File: config.mk
export PLATFORM = sky130hd
export DESIGN_NAME = motor_pwm_driver
export DESIGN_NICKNAME = d
export VERILOG_FILES = /design/src/rtl/motor_pwm_driver.sv
export SDC_FILE = /design/constraint.sdc
export NUM_CORES = 1
export LEC_CHECK = 0
export ABC_AREA = 1
export CAP_MARGIN = 30
export CORE_MARGIN = 5
export CORE_UTILIZATION = 26
export CTS_BUF_LIST = sky130_fd_sc_hd__clkbuf_16
export DETAILED_ROUTE_END_ITERATION = 10
export PLACE_DENSITY_LB_ADDON = 0.15
export RECOVER_POWER = 25
export SYNTH_ARGS = -nofsm -noshare
export SYNTH_HDL_FRONTEND = slang
export SYNTH_SLANG_ARGS = --single-unit
File: constraint.sdc
create_clock -name clk -period 2.5 [get_ports clk]
set_input_delay 0.25 -clock clk [delete_from_list [all_inputs] [get_ports clk]]
set_output_delay 0.25 -clock clk [all_outputs]
set_load 0.01 [all_outputs]
File: src/rtl/motor_pwm_driver.sv
// Motor PWM driver: free-running PWM counter, ramped duty per period, dead time on
// direction reversal, and a watchdog that forces a stop when commands stop arriving.
module motor_pwm_driver #(
    parameter int CNT_W           = 8,
    parameter int RAMP_STEP       = 16,
    parameter int DEAD_PERIODS    = 4,
    parameter int TIMEOUT_PERIODS = 200
) (
    input  logic             clk,
    input  logic             rst,
    input  logic             cmd_valid,
    output logic             cmd_ready,
    input  logic [CNT_W-1:0] cmd_speed,
    input  logic             cmd_dir,
    output logic             PWM_Out,
    output logic             dir,
    output logic [CNT_W-1:0] duty,
    output logic             timeout
);

    localparam int WD_W   = $clog2(TIMEOUT_PERIODS + 1);
    localparam int DEAD_W = $clog2(DEAD_PERIODS + 1);
    localparam logic [CNT_W-1:0]  STEP     = CNT_W'(RAMP_STEP);
    localparam logic [WD_W-1:0]   WD_LAST  = WD_W'(TIMEOUT_PERIODS - 1);
    localparam logic [DEAD_W-1:0] DEAD_LAST = DEAD_W'(DEAD_PERIODS - 1);

    typedef enum logic {
        ST_RUN,
        ST_DEAD
    } state_t;

    state_t             state_q, state_d;
    logic [CNT_W-1:0]   cnt_q, cnt_d;
    logic [CNT_W-1:0]   duty_q, duty_d;
    logic [CNT_W-1:0]   tgt_speed_q, tgt_speed_d;
    logic               tgt_dir_q, tgt_dir_d;
    logic               dir_q, dir_d;
    logic               pwm_q, pwm_d;
    logic               timeout_q, timeout_d;
    logic [WD_W-1:0]    wd_q, wd_d;
    logic [DEAD_W-1:0]  dead_q, dead_d;
    logic               boundary;
    logic               accept;

    assign cmd_ready = (state_q == ST_RUN);
    assign PWM_Out   = pwm_q;
    assign dir       = dir_q;
    assign duty      = duty_q;
    assign timeout   = timeout_q;

    always_comb begin
        cnt_d       = cnt_q + 1'b1;
        pwm_d       = (cnt_q < duty_q);
        state_d     = state_q;
        duty_d      = duty_q;
        dir_d       = dir_q;
        tgt_speed_d = tgt_speed_q;
        tgt_dir_d   = tgt_dir_q;
        timeout_d   = timeout_q;
        wd_d        = wd_q;
        dead_d      = dead_q;
        boundary    = &cnt_q;
        accept      = cmd_valid && cmd_ready;

        // An accept on the expiry boundary wins over the watchdog.
        if (accept) begin
            tgt_speed_d = cmd_speed;
            tgt_dir_d   = cmd_dir;
            wd_d        = '0;
            timeout_d   = 1'b0;
        end else if (boundary && !timeout_q) begin
            if (wd_q == WD_LAST) begin
                timeout_d   = 1'b1;
                tgt_speed_d = '0;
            end else begin
                wd_d = wd_q + 1'b1;
            end
        end

        if (boundary) begin
            unique case (state_q)
                ST_RUN: begin
                    if (tgt_dir_q == dir_q) begin
                        // Step only while the gap exceeds STEP, so the sum never wraps.
                        if (duty_q < tgt_speed_q) begin
                            duty_d = ((tgt_speed_q - duty_q) > STEP) ? duty_q + STEP : tgt_speed_q;
                        end else if (duty_q > tgt_speed_q) begin
                            duty_d = ((duty_q - tgt_speed_q) > STEP) ? duty_q - STEP : tgt_speed_q;
                        end
                    end else if (duty_q != '0) begin
                        duty_d = (duty_q > STEP) ? duty_q - STEP : '0;
                    end else begin
                        state_d = ST_DEAD;
                        dead_d  = '0;
                    end
                end
                ST_DEAD: begin
                    duty_d = '0;
                    if (dead_q == DEAD_LAST) begin
                        dir_d   = tgt_dir_q;
                        state_d = ST_RUN;
                        dead_d  = '0;
                    end else begin
                        dead_d = dead_q + 1'b1;
                    end
                end
                default: state_d = ST_RUN;
            endcase
        end
    end

    always_ff @(posedge clk or posedge rst) begin
        if (rst) begin
            state_q     <= ST_RUN;
            cnt_q       <= '0;
            duty_q      <= '0;
            dir_q       <= 1'b0;
            tgt_speed_q <= '0;
            tgt_dir_q   <= 1'b0;
            pwm_q       <= 1'b0;
            timeout_q   <= 1'b0;
            wd_q        <= '0;
            dead_q      <= '0;
        end else begin
            state_q     <= state_d;
            cnt_q       <= cnt_d;
            duty_q      <= duty_d;
            dir_q       <= dir_d;
            tgt_speed_q <= tgt_speed_d;
            tgt_dir_q   <= tgt_dir_d;
            pwm_q       <= pwm_d;
            timeout_q   <= timeout_d;
            wd_q        <= wd_d;
            dead_q      <= dead_d;
        end
    end

endmodule

==> Word level (Yosys, flattened, before mapping) <==
Index checks and enable logic that the tools add are counted.
{ "op_classes": {"n_addsub": 7, "mul": 0, "div_mod_pow": 0, "order_cmp": 6, "n_eq_ne": 8, "shifts": 0, "mux": 25, "n_bitwise": 1, "reduce_logical": 12} }
{ "ops": {"columns": ["operator", "count"], "rows": [
  ["$mux 8", 13],
  ["$reduce_and 10->1", 3],
  ["$gt 8x5->1 const B", 3],
  ["$add 8x1->8 const B", 2],
  ["$lt 8x8->1", 2],
  ["$pmux 8 s2", 1],
  ["$sub 8x8->8", 2],
  ["$mux 3", 3],
  ["$add 8x5->8 const B", 1],
  ["$eq 8x8->1 const B", 1],
  ["$gt 8x8->1", 1],
  ["$reduce_and 8->1", 1],
  ["$reduce_bool 8->1", 1],
  ["$sub 8x5->8 const B", 1],
  ["$mux 1", 6],
  ["$ne 2x2->1 const B", 3],
  ["$pmux 3 s2", 1],
  ["$ne 4x2->1 const B", 1],
  ["$reduce_and 2->1", 2],
  ["$reduce_bool 2->1", 2],
  ["$add 3x1->3 const B", 1],
  ["$eq 3x2->1 const B", 1],
  ["$ne 3x1->1 const B", 1],
  ["$logic_and 1x1->1", 2],
  ["4 further kinds", 4]
]} }
{ "totals": {"regBits": 40, "latchBits": 0, "ram_bits": 0, "rom_bits": 0, "out_inout_bits": 12, "word_cells": 69, "memories": 0} }

==> Longest topological paths before layout <==
{ "depth": {"depth_word": 7, "mapped_depth": 20} }

==> Worst setup path after synthesis <==
OpenSTA, ideal clock, no wires.
{ "synth_timing": {"kind": "register to register", "start": "register duty_q[6], in the netlist duty[6]", "end": "register duty_q[6], in the netlist duty[6]", "setup_ns": 0.116, "arrival_time_ns": 2.156, "slack_ns": 0.228, "path_stages_with_launch": 18, "n_path_buf": 1, "synth_period_minus_slack_ns": 2.272, "cell_sequence": "dfrtp_1 -> clkbuf_1 -> inv_1 -> ha_1 -> nand2_1 -> inv_1 -> a21oi_1 -> nand2_1 -> nand2_1 -> nand2_1 -> nor2_4 -> nand2_1 -> nand2_1 -> nand3_1 -> nand2_1 -> nand2_1 -> nand2_1 -> nand2_1"} }
{ "synth_via": {"elab_chain_cells": 7} }
{ "synth_lines": {"columns": ["element", "line_no", "source"], "rows": [
  ["start: declaration", "34", "logic [CNT_W-1:0] duty_q, duty_d;"],
  ["start signal: assignment", "127", "duty_q <= duty_d;"],
  ["$sub 8x8->8", "88", "duty_d = ((duty_q - tgt_speed_q) > STEP) ? duty_q - STEP : tgt_speed_q;"],
  ["$gt 8x5->1", "88", null],
  ["$mux 8", "88", null],
  ["$mux 8", "87", "end else if (duty_q > tgt_speed_q) begin"],
  ["$mux 8", "85", "if (duty_q < tgt_speed_q) begin"],
  ["$mux 8", "83", "if (tgt_dir_q == dir_q) begin"],
  ["$pmux 8 s2", "81", "unique case (state_q)"]
]} }
Parallel ways exist; a longest one is shown, timed or not. The select of a mux whose other input is x is not followed.
A chain may end at the register's enable or synchronous reset.

==> Worst setup path after layout <==
{ "layout_timing": {"start": "register duty_q[2], in the netlist duty[2]", "end": "register duty_q[1], in the netlist duty[1]"} }
Same word-level chain as after synthesis.

==> results.yml <==
worst_setup_path:
  cp.arrival_ns: 2.45
  crit_path_cell_trace: "inv_1 -> ha_4 -> or2_1 -> nand3_1 -> nand2_1 -> nand2_2 -> nand2_4 -> nand2_1 -> nor3b_2 -> nand2_1 -> nand2_1 -> o21ai_1"
  cp_common_cell: "nand2_1"
  critPathSlowestCell: "dfrtp_1"
  crit_buf_inv: 1
  required_ns: 2.67
  worstSetupEndpointType: "register"
  cp_top_family: "simple AND/OR/NAND/NOR gates"
  max_stage_delay_ns: 0.42
  cp-start-kind: "register"
  crit_fanout: 12
  ff2ff_path_depth: 12
  cp.depth: 12
  crit_type: "register to register"
final_layout:
  fillers: 1232
  seqCellArea_um2: 1000
  multi_input_area_um2: 1810
  final_cell_area_um2: 3730
  syn_to_final_growth_pct: 21.5
  finalNetCount: 508
  final_util_pct: 32.4
  n_antenna_cell: 0
  drive_above_1_share_pct: 10.7
timing:
  rsz0062_at_grt: "false"
  setup_violations: 0
  hold_violations: 0
  fin_crit_ns: 2.29
  post-route-period-util_pct: 91.6
  worst_pin_slew_ns: 0.809
  finClkSkew_ns: 0.00409
  relSlewSlack_pct: 45.8
  max_freq_mhz: 437
  drv_slew: 0
  setup_ws_ns: 0.211
cts:
  cts.sinks: 40
  cts_buffers: 5
  clk_latency_ns: 0.28
  htree_levels: 2
  clock_path_buffers: 2
  ctsHoldBuffers: 0
  root_buffer: "clkbuf_16"
  cts_tree: "done"
  clk_pin_slew_ns: 0.06
grt:
  track_usage_pct: 12.3
  grt_first_pass_wirelength_um: 14300
  grt_pass1_vias: 2918
  grt-ovfl-total: 0
  grt_max_degree: 22
  antenna_found_initial: 0
route:
  drcViolationCount: 0
  ant_nets: 0
  vias_per_cell: 4.57
  wl_per_cell_um: 13.3
  first_pass_iters: 4
  drt_wl_total_um: 8070
  vias: 2782
  drt-initial-drc-count: 107
synthesis:
  synth_cells: 426
  synth_edf_count: 0
  ys_types: 34
  synth_commonest_cells: "111 x nand2_1, 65 x inv_1, 45 x nand3_1, 40 x dfrtp_1, 29 x ha_1"
  synth.area.top_cells: "dfrtp_1 33%, nand2_1 14%, ha_1 12%"
  ys.flop_type: "dfrtp_1"
  yosys_register_bits: 40
  yosys.area.top_type_share_pct: 32.6
  seq_area_frac_synth_pct: 32.6
  yosysMostFrequentCell: "nand2_1"
  synth_area_um2: 3070
  yosysTopAreaCell: "dfrtp_1"
  yosys_warnings: 0
  syn-num-nets: 468
  async_flop_share_pct: 100
  synth_area_per_cell_um2: 7.20
power_and_ir_drop:
  p_per_area_nw_per_um2: 430
  vdd_ir_drop_max_uv: 283
  p_leak_nw: 1.82
die:
  start_util_pct: 26.6
  rows: 39
  die_w_um: 119
  core_area_um2: 11500
  dieArea_um2: 14100
  io-pin-count: 24
  die_h_um: 119
run_status:
  run_status: "completed"
min_path:
  hp-class: "primary input to async pin"
place:
  gp_congestion: 0.837
  port_buffers: 23
  dp_hpwl_um: 6540
  post_dp_cell_area_um2: 3570
  dpl_worst_slack_ns: 0.0142
flow_run:
  maxCapViolCount: 0
-- area by class of cell --
class	count	area share, %
clock inverter	2	0.336
sequential	40	26.9
clock buffer	5	3.36
timing repair buffer	36	9.13
multi-input combinational	313	48.5
inverter	70	7.05
tap	143	4.80
-- placed cells by master, fill, tap and decap left out, types with 2 or more instances in the layout --
cell type,count
a21boi_0,2
a21oi_1,21
buf_4,12
clkbuf_16,5
clkdlybuf4s50_1,22
clkinv_1,2
dfrtp_1,40
ha_1,28
inv_1,62
inv_2,6
nand2_1,111
nand2_2,7
nand3_1,45
nand3_2,4
nand4_1,9
nor2_1,25
nor2_2,4
nor2_4,5
nor3_1,6
o21ai_0,14
o21ai_1,6
xnor2_1,4
xor2_1,9
-- registers in the layout, summed over array words and instances (netlist names) --
signal,cells
tgt_dir_q,1
PWM_Out,1
state_q,1
tgt_speed_q,8
timeout,1
duty,8
dir,1
wd_q,8
dead_q,3
cnt_q,8
-- cell families (layout without fill, tap and decap cells) --
| logic type | after synthesis | count (layout) | share of synthesized area, % |
|---|---|---|---|
| compound gates | 50 | 50 | 8.93 |
| buf+inv | 73 | 113 | 9.05 |
| flops | 40 | 40 | 32.6 |
| xor+xnor | 13 | 13 | 3.71 |
| fa+ha+maj | 30 | 30 | 12.5 |
| simple gates | 220 | 220 | 33.2 |
-- path summary, 6_finish.rpt --
| check | startpoint | end | slack [ns] |
|---|---|---|---|
| min | rst | cnt_q[0] | 0.47 |
| min reg2reg | cnt_q[0] | cnt_q[0] | 0.47 |
| max in group asynchronous | rst | tgt_speed_q[5] | 1.51 |
| max reg2reg | duty[2] | duty[1] | 0.21 |
| max | duty[2] | duty[1] | 0.21 |
| min in group clk | cnt_q[0] | cnt_q[0] | 0.47 |
-- power by group --
part	switching (mW)	internal [mW]
combinational	0.193	0.109
clock	0.266	0.363
sequential	0.0120	0.660
-- metrics by stage --
step	total power, mW	hold WS [ns]	std cells	TNS (ns)
final	1.60	0.469	609	0
after global routing	1.70	0.516	609	0
after CTS	1.61	0.357	609	0
after detailed placement	0.981	0.465	602	0
after global placement	0.985	0.463	602	-0.134
after floorplan	0.892	0.371	426	0
-- layer usage --
| metal | track usage, % | routed length, um | vias up |
|---|---|---|---|
| met5 | 0 | 0 | - |
| met4 | 2.24 | 60 | 0 |
| met3 | 2.58 | 200 | 4 |
| met2 | 20.9 | 3900 | 29 |
| met1 | 16.3 | 3910 | 1297 |
| li1 | - | - | 1452 |
-- timing repair --
item,CTS,global route
gates resized for setup,0,5
endpoints found under the setup margin,0,8
setup buffers,0,0
endpoints found under the hold margin,0,0
Note: power is estimated with default switching activity, not from simulation.
